===== src/rtl/gsm_mac_sequencer.sv =====
// gsm_mac_sequencer
// Time-multiplexed controller for the real-valued gate x state product
// out = gate * state, over a 2^N x 2^N gate and a 2^N state vector.
// It walks one shared signed multiply-accumulate across each gate row.
// It also streams the finished rows into the output state buffer.
// A two-entry state ping-pong (state_sel) lets chained gates consume the
// previous output directly.
//
// Build option: define GSM_MAC_SAT_EN to clamp written samples to
// 0x7FFF / 0x8000 and raise the sticky sat flag. Without it, samples wrap
// (two's complement) and sat stays 0.
module gsm_mac_sequencer #(
  parameter int N     = 3,
  parameter int FRAC  = 14,
  parameter int ACC_W = 32 + N
) (
  input  logic         clk,
  input  logic         reset,
  input  logic         start,
  input  logic         chain,
  output logic         busy,
  output logic         done,
  output logic [N-1:0] gate_row,
  output logic [N-1:0] gate_col,
  output logic         state_sel,
  input  logic [15:0]  gate_data,
  input  logic [15:0]  state_data,
  output logic [N-1:0] out_addr,
  output logic [15:0]  out_data,
  output logic         out_we,
  output logic         sat
);

  localparam int MAX = 1 << N;
  localparam logic [N-1:0] LAST = N'(MAX - 1);

  typedef enum logic [2:0] {
    S_IDLE,
    S_MAC,
    S_DRAIN,
    S_WRITE,
    S_DONE
  } state_e;

  state_e             state_q, state_d;
  logic [N-1:0]       row_q, row_d;
  logic [N-1:0]       col_q, col_d;
  logic [ACC_W-1:0]   acc_q, acc_d;
  logic [N-1:0]       out_addr_q, out_addr_d;
  logic [15:0]        out_data_q, out_data_d;
  logic               sel_q, sel_d;
  logic               sat_q, sat_d;

  logic signed [31:0] prod;
  logic [ACC_W-1:0]   acc_sum;
  logic [15:0]        sat16_val;
  logic               clamp;

  // Product of the element pair whose address was presented last cycle
  assign prod    = $signed(gate_data) * $signed(state_data);
  assign acc_sum = acc_q + {{(ACC_W-32){prod[31]}}, prod};

`ifdef GSM_MAC_SAT_EN
  logic signed [ACC_W-1:0] shifted;
  logic                    ovf;

  // Scale back to Q format and clamp anything outside the 16-bit range
  always_comb begin
    shifted   = $signed(acc_sum) >>> FRAC;
    ovf       = ~((&shifted[ACC_W-1:15]) | ~(|shifted[ACC_W-1:15]));
    clamp     = ovf;
    sat16_val = ovf ? (shifted[ACC_W-1] ? 16'h8000 : 16'h7FFF) : shifted[15:0];
  end
`else
  // Scale back to Q format keeping only the low 16 bits (wrap)
  always_comb begin
    clamp     = 1'b0;
    sat16_val = acc_sum[FRAC+15:FRAC];
  end
`endif

  // Next-state and datapath control for the row/column walk
  always_comb begin
    // NOTE: every variable gets a default first so no path can infer a latch.
    state_d    = state_q;
    row_d      = row_q;
    col_d      = col_q;
    acc_d      = acc_q;
    out_addr_d = out_addr_q;
    out_data_d = out_data_q;
    sel_d      = sel_q;
    sat_d      = sat_q;

    unique case (state_q)
      S_IDLE: begin
        if (start) begin
          state_d = S_MAC;
          row_d   = '0;
          col_d   = '0;
          acc_d   = '0;
          sat_d   = 1'b0;
          sel_d   = chain ? ~sel_q : 1'b0;
        end
      end

      S_MAC: begin
        // Column 0 data is not back yet on the first cycle of a row
        if (col_q != '0) acc_d = acc_sum;
        if (col_q == LAST) state_d = S_DRAIN;
        else               col_d   = col_q + 1'b1;
      end

      S_DRAIN: begin
        // Fold in the last product and stage the row result for WRITE
        acc_d      = acc_sum;
        out_addr_d = row_q;
        out_data_d = sat16_val;
        if (clamp) sat_d = 1'b1;
        state_d    = S_WRITE;
      end

      S_WRITE: begin
        acc_d = '0;
        col_d = '0;
        if (row_q == LAST) begin
          state_d = S_DONE;
        end else begin
          row_d   = row_q + 1'b1;
          state_d = S_MAC;
        end
      end

      S_DONE: state_d = S_IDLE;

      default: state_d = S_IDLE;
    endcase
  end

  // State and datapath registers with synchronous reset
  always_ff @(posedge clk) begin
    // NOTE: non-blocking assignments so every register samples pre-edge values.
    if (reset) begin
      state_q    <= S_IDLE;
      row_q      <= '0;
      col_q      <= '0;
      acc_q      <= '0;
      out_addr_q <= '0;
      out_data_q <= '0;
      sel_q      <= 1'b0;
      sat_q      <= 1'b0;
    end else begin
      state_q    <= state_d;
      row_q      <= row_d;
      col_q      <= col_d;
      acc_q      <= acc_d;
      out_addr_q <= out_addr_d;
      out_data_q <= out_data_d;
      sel_q      <= sel_d;
      sat_q      <= sat_d;
    end
  end

  assign busy      = (state_q == S_MAC) || (state_q == S_DRAIN) || (state_q == S_WRITE);
  assign done      = (state_q == S_DONE);
  assign out_we    = (state_q == S_WRITE);
  assign gate_row  = row_q;
  assign gate_col  = col_q;
  assign state_sel = sel_q;
  assign out_addr  = out_addr_q;
  assign out_data  = out_data_q;
  assign sat       = sat_q;

endmodule


===== config.mk =====
export PLATFORM = sky130hd
export DESIGN_NAME = gsm_mac_sequencer
export DESIGN_NICKNAME = d
export VERILOG_FILES = /design/src/rtl/gsm_mac_sequencer.sv
export SDC_FILE = /design/constraint.sdc
export NUM_CORES = 1
export LEC_CHECK = 0
export CORE_UTILIZATION = 40
export CTS_BUF_LIST = sky130_fd_sc_hd__clkbuf_16
export DETAILED_ROUTE_END_ITERATION = 8
export PLACE_DENSITY = 0.61
export SETUP_SLACK_MARGIN = 0.2
export SLEW_MARGIN = 30
export SYNTH_ARGS = -nofsm -noshare
export SYNTH_HDL_FRONTEND = slang
export SYNTH_SLANG_ARGS = --single-unit

===== constraint.sdc =====
create_clock -name clk -period 26 [get_ports clk]
set_input_delay 5.2 -clock clk [delete_from_list [all_inputs] [get_ports clk]]
set_output_delay 5.2 -clock clk [all_outputs]
set_load 0.01 [all_outputs]

==> metrics.md, run 1 <==
| Metric | Value |
|---|---|
| CTS Sinks | `between 50 and 60` |
| Slew HR | `47.7%` |
| R2R Setup Slk | `between 20 and 25 ns` |
| Worst slew pin tran | `0.782 ns` |
| Area post-placement | `0.0139 mm2` |
| Full die area | `0.0331 mm2` |
| Setup Skew | `0.00831 ns` |
| Largest family of logic cells by synthesized area | `adder cells` |
| Grt ovf | `0` |
| Met3 usage | `~2.6%` |
| Critical path arrival | `between 10 and 15 ns` |
| Crit share post-route | `50.8%` |
| Routability cong. | `0.878` |
| Initial antenna violation count | `0` |
| Final setup vio count | `0` |
| Synth async-reset ratio | `0%` |
| CTS Buf Count | `9` |
| CTS root buffer | `clkbuf_16` |
| Area contributors post-synth | `fa_1 (38%), ha_1 (11%), dfxtp_1 (9.1%), inv_1 (8.8%), and2_1 (5.8%)` |
| CP top delay family | `adder cells` |
| Yosys cell types | `59` |
| Min Tclk post-route | `between 10 and 15 ns` |
| CP startpoint | `state_data[7]` |
| Max Root-Sink Buffers | `2` |
| Vias per cell | `~5.0` |
| Yosys Warn Count | `0` |
| Port Buffer Count | `64` |
| Worst Setup EP | `acc_q[29]$_SDFFE_PP0P_` |
| WP buf/inv | `6` |
| Routed Antenna Nets | `0` |
| Largest net degree at the start of global routing | `60` |
| Cell area after layout | `about 0.014 mm2` |
| I/O pins | `66` |
| Most used DFF post-synth | `dfxtp_1` |
| H-tree levels | `3` |
| Rows | `65` |
| CTS tree | `built` |
| Compound-Gate Fraction of Synth Area | `9.78%` |
| Fin. max-slew vios | `0` |
| Global-route wire length before repair | `52.2 mm` |
| Slowest CP cell | `clkdlybuf4s50_1` |
| DP HPWL | `approximately 24 mm` |
| Synthesized instance count | `around 1500` |
| Layout Nets | `approximately 1900` |
| Tot GR Track Use | `around 20%` |
| Layout cells sized above 1 | `2.69%` |
| Yosys reg bits | `a little under 60` |
| Status | `completed` |
| Area share of the largest cell type after synthesis | `between 30% and 40%` |
| Starting Density | `slightly above 40%` |
| Adder-cell share of the synthesized area | `49.7%` |
| Reg2reg path depth | `14` |
| Crit-path most repeated cell | `fa_1` |
| Die Ht | `approximately 180 um` |
| Syn avg cell area | `~8.7 um2` |
| Mux cell area share after synthesis | `0.0869%` |
| Count leader, synth | `inv_1` |
| MaxCap Viol Count | `0` |
| RSZ-0062 raised after global routing | `no` |
| Max incr delay on CP | `0.94 ns` |
| Initial DRC count | `a little under 500` |
| Clock Latency Late Sink | `roughly 0.33 ns` |
| GR Util met2 | `30.9%` |
| Die Width | `between 150 and 200 um` |
| Final hold vios | `0` |
| Seq/Total Area, Yosys | `around 9.1%` |
| Synth area leader | `fa_1` |
| Crit path max fanout | `16` |
| Setup TNS | `0 ns` |
| Clk pin slew, worst setup/hold paths | `0.06 ns` |
| CTS Hold Bufs | `0` |
| DR pass1 iterations | `5` |
| CP Launch Type | `input pin` |
| Post-CTS Setup Bufs | `0` |
| Placement Setup Slack | `12.46 ns` |
| Fin worst setup slack | `~13 ns` |
| Post-CTS sizing | `0` |
| Area of the core | `roughly 0.032 mm2` |
| Hold Crit Class | `reg -> reg` |
| Syn nets | `approximately 1900` |
| Inserted Diodes | `0` |
| Remaining DRCs | `0` |
| Mapped cell area | `about 0.013 mm2` |
| Met1 usage | `between 20% and 30%` |
| Post-synth top cells | `inv_1 (304), fa_1 (249), nand2_1 (193), and2_1 (121), ha_1 (116)` |
| Grt peak-use layer | `met2` |
| DR WL/cell | `around 16 um` |
| Via count | `9688` |
| Vias in the first global route | `10044` |
| Kind of critical path | `in -> reg` |
| Simple-Gate Fraction of Synth Area | `about 17%` |
| Worst r2r dst | `out_data[8]$_SDFFE_PP0P_` |
| Worst setup EP type | `register` |
| Critical Path RT | `~26 ns` |
| WL final | `between 20 and 30 mm` |
| FILL cells | `3110` |
| Syn-to-layout area delta | `9.80%` |
| XOR/XNOR Fraction of Synth Area | `roughly 4.4%` |
| Fmax | `~76 MHz` |
| Levels on crit path | `30` |
| Post-synth EDFFs | `0` |
| R2r startpoint | `acc_q[0]$_SDFFE_PP0P_` |
metrics by stage:
| step | utilization (%) | instances | hold slack, ns |
|---|---|---|---|
| final | 44.9 | 1925 | 0.455 |
| after global routing | 44.9 | 1925 | 0.482 |
| after CTS | 44.9 | 1925 | 0.454 |
| after detailed placement | 43.9 | 1909 | 0.447 |
| after global placement | 43.9 | 1909 | 0.446 |
| after floorplan | - | 1493 | 0.436 |
placed cells by master, fill, tap and decap left out, types with 3 or more instances in the layout:
master             n
a211oi_1           7
a21boi_0           3
a21o_1            16
a21oi_1           62
a22oi_1           29
a32oi_1            3
and2_1           121
and3_1             3
buf_4              5
clkbuf_16          9
clkdlybuf4s50_1   63
dfxtp_1           59
fa_1             249
ha_1             116
inv_1            304
nand2_1          193
nand2b_1          13
nand3_1           11
nand4_1            4
nor2_1            81
nor2b_1            4
nor3_1            11
o2111ai_1          3
o211ai_1           3
o21a_1             7
o21ai_0           22
o21bai_1           8
xnor2_1           48
xor2_1            17
worst min-delay path by stage:
| stage | startpoint | end | slack (ns) | cells past startpoint |
|---|---|---|---|---|
| 3_5_place_dp | out_addr[1]$_SDFFE_PP0P_ | out_addr[1]$_SDFFE_PP0P_ | 0.45 | 2 |
| 6_report | out_addr[2]$_SDFFE_PP0P_ | out_addr[2]$_SDFFE_PP0P_ | 0.45 | 2 |
| 3_3_place_gp | out_addr[1]$_SDFFE_PP0P_ | out_addr[1]$_SDFFE_PP0P_ | 0.45 | 2 |
| 5_1_grt | out_data[10]$_SDFFE_PP0P_ | out_data[10]$_SDFFE_PP0P_ | 0.48 | 2 |
| 4_1_cts | out_addr[1]$_SDFFE_PP0P_ | out_addr[1]$_SDFFE_PP0P_ | 0.45 | 2 |
| 2_1_floorplan | acc_q[10]$_SDFFE_PP0P_ | acc_q[10]$_SDFFE_PP0P_ | 0.44 | 2 |
metal layers:
metal	routed length (um)	vias up	part of all wire [%]
met3	1400	26	4.7
met4	282	0	0.94
met1	14700	4823	49
met5	0	-	0
li1	-	4623	-
met2	13500	216	45
worst min-delay path: stages (launching register included):
cell and delay, ns:
dfxtp_1 0.31, nand2_1 0.05, a21oi_1 0.05
registers in the layout, summed over array words and instances (netlist names):
| register | count |
|---|---|
| acc_q | 30 |
| state_q | 3 |
| gate_row | 3 |
| state_sel | 1 |
| out_addr | 3 |
| out_data | 16 |
| gate_col | 3 |
cell type report:
cell class              instances  area [um2]  share of cell area [%]
repair buffers                 68         668                    4.69
clock inverters                 7        68.8                   0.484
flip-flops and latches         59        1180                    8.30
clock buffers                   9         225                    1.58
well taps                     402         503                    3.53
multi-input cells            1075       10400                    73.4
inverters                     305        1140                    8.04
kinds of logic (layout without fill, tap and decap cells):
group / after synthesis / in the layout
simple gates: 454 / 454
fa+ha+maj: 365 / 365
xor+xnor: 65 / 65
mux: 1 / 1
other cells: 1 / 1
compound gates: 189 / 189
flops: 59 / 59
buf+inv: 359 / 389
Power of run 1 is not shown: default switching activity piles up to over one toggle a cycle in this logic, so the estimate is an artifact.
==> inputs of run 2 (changes only) <==
- clock period: 26 -> 13.3 ns (I/O delays scaled with it)
==> run 2 against run 1 <==
Clock-buffer cell count unchanged. Sequential share of layout area barely moved. Clock skew shrank 0.0021 ns. Via count down 0.21%. Utilization grew 0.075 points. Critical path depth rose by 1. Hold slack about the same. Cell area increased by 0.17%. Non-clock buffer count stayed put. Highest routed layer unchanged.
==> metrics.md, run 2 (synthesis results as in run 1) <==
| Metric | Value |
|---|---|
| WL final | `~30 mm` |
| Fin cells | `1925` |
| Placed cells | `around 1900` |
| Initial DRC count | `around 480` |
| Clk pin slew, worst setup/hold paths | `~0.060 ns` |
| Setup TNS | `0 ns` |
| Starting Density | `40.9%` |
| Fin. max-slew vios | `0` |
| Rows | `65` |
| Met1 usage | `between 20% and 30%` |
| I/O pins | `66` |
| Setup Skew | `0.00623 ns` |
| Fmax | `about 94 MHz` |
| GR Util met2 | `a little under a third` |
| Layout cells sized above 1 | `between 2 and 3%` |
| Routability cong. | `roughly 0.9` |
| DP HPWL | `roughly 24 mm` |
| Routed Antenna Nets | `0` |
| Commonest non-fill, non-tap cell in the layout | `inv_1` |
| CP Launch Type | `input pin` |
| Largest register FFs | `30` |
| Full die area | `0.0331 mm2` |
| Port Buffer Count | `between 60 and 70` |
| Largest net degree at the start of global routing | `60` |
| Min Tclk post-route | `around 11 ns` |
| Met3 usage | `2.73%` |
| Tot GR Track Use | `about a fifth` |
| Final setup vio count | `0` |
| Via count | `9668` |
| RSZ-0062 raised after global routing | `no` |
| Critical Path RT | `between 10 and 15 ns` |
| Worst setup EP type | `register` |
| Layout Nets | `~1900` |
| DR pass1 iterations | `5` |
| Crit share post-route | `approximately four fifths` |
| Worst slew pin tran | `a little over 0.8 ns` |
| Cell area after layout | `~0.014 mm2` |
| Crit-path most repeated cell | `fa_1` |
| Max Root-Sink Buffers | `2` |
| Final hold vios | `0` |
| Slew HR | `around 44%` |
| Hold Crit Class | `reg -> reg` |
| CP top delay family | `adder cells` |
| Kind of critical path | `in -> reg` |
| Area of the core | `about 0.032 mm2` |
| Max incr delay on CP | `roughly 0.97 ns` |
| Post-CTS Setup Bufs | `0` |
| Status | `completed` |
| Die Ht | `between 150 and 200 um` |
| CTS Hold Bufs | `0` |
| Die Width | `182 um` |
| Crit path max fanout | `16` |
| Worst hold margin | `about 0.45 ns` |
| Most frequent cells in the layout | `inv_1 (304), fa_1 (249), nand2_1 (193), and2_1 (121), ha_1 (116)` |
| Grt ovf | `0` |
| DR WL/cell | `15.5 um` |
| CTS Sinks | `59` |
| CTS root buffer | `clkbuf_16` |
| Initial antenna violation count | `0` |
| Syn-to-layout area delta | `9.98%` |
| Largest Register | `acc_q` |
| Critical path arrival | `roughly 11 ns` |
| Area post-placement | `0.0139 mm2` |
| CTS tree | `built` |
| Vias per cell | `approximately 5` |
| MaxCap Viol Count | `0` |
| Post-CTS sizing | `0` |
| Clock Latency Late Sink | `about 0.33 ns` |
| Remaining DRCs | `0` |
| Global-route wire length before repair | `approximately 52 mm` |
| H-tree levels | `3` |
| Vias in the first global route | `approximately 10000` |
| Grt peak-use layer | `met2` |
| Inserted Diodes | `0` |
| WP buf/inv | `6` |
| Slowest CP cell | `clkdlybuf4s50_1` |
| CTS Buf Count | `9` |
[run 2: changes by cell type in the layout (fill, tap and decap cells not counted)]
cell / delta
clkinv_4: -1
bufinv_16: +1
clkinvlp_4: +1
clkinv_2: -1
[run 2: final cells by class]
type	count	area, um2
inverter	305	1140
clock buffer	9	225
timing repair buffer	68	668
fill	3122	17500
sequential	59	1180
clock inverter	7	92.6
tap	402	503
multi-input combinational	1075	10400
[run 2: per-stage QoR]
step | worst slack, ns | utilization, %
final | 2.66 | 44.9
after detailed placement | 2.32 | 43.9
after CTS | 2.64 | 44.9
after global routing | 2.17 | 44.9
after floorplan | 3.45 | -
after global placement | 2.38 | 43.9
[run 2: path summary, 6_finish.rpt]
path	to	cells after the start	startpoint	slack, ns
max	acc_q[27]$_SDFFE_PP0P_	31	state_data[7]	2.66
min	out_addr[2]$_SDFFE_PP0P_	2	out_addr[2]$_SDFFE_PP0P_	0.45
max reg2reg	out_data[8]$_SDFFE_PP0P_	14	acc_q[0]$_SDFFE_PP0P_	10.04
min reg2reg	out_addr[2]$_SDFFE_PP0P_	2	out_addr[2]$_SDFFE_PP0P_	0.45
[run 2: worst register-to-register path, cell delays in order, from the launching register on]
cell      delay (ns)
dfxtp_1         0.33
ha_1            0.18
inv_1           0.06
fa_1            0.41
nand2b_1        0.19
a21oi_1         0.23
o311ai_0        0.17
o21ai_1         0.24
a31oi_1         0.21
o21bai_1        0.31
a211oi_1        0.16
o21ai_1         0.17
xor2_1          0.32
nand2_1         0.10
a21oi_1         0.12
[run 2: layer usage]
metal  vias to the layer above  wire (um)
li1                       4622          -
met1                      4831      15000
met2                       193      13300
met3                        22       1420
met4                         0        212
met5                         -          0
Power of run 2 is left out for the same reason.
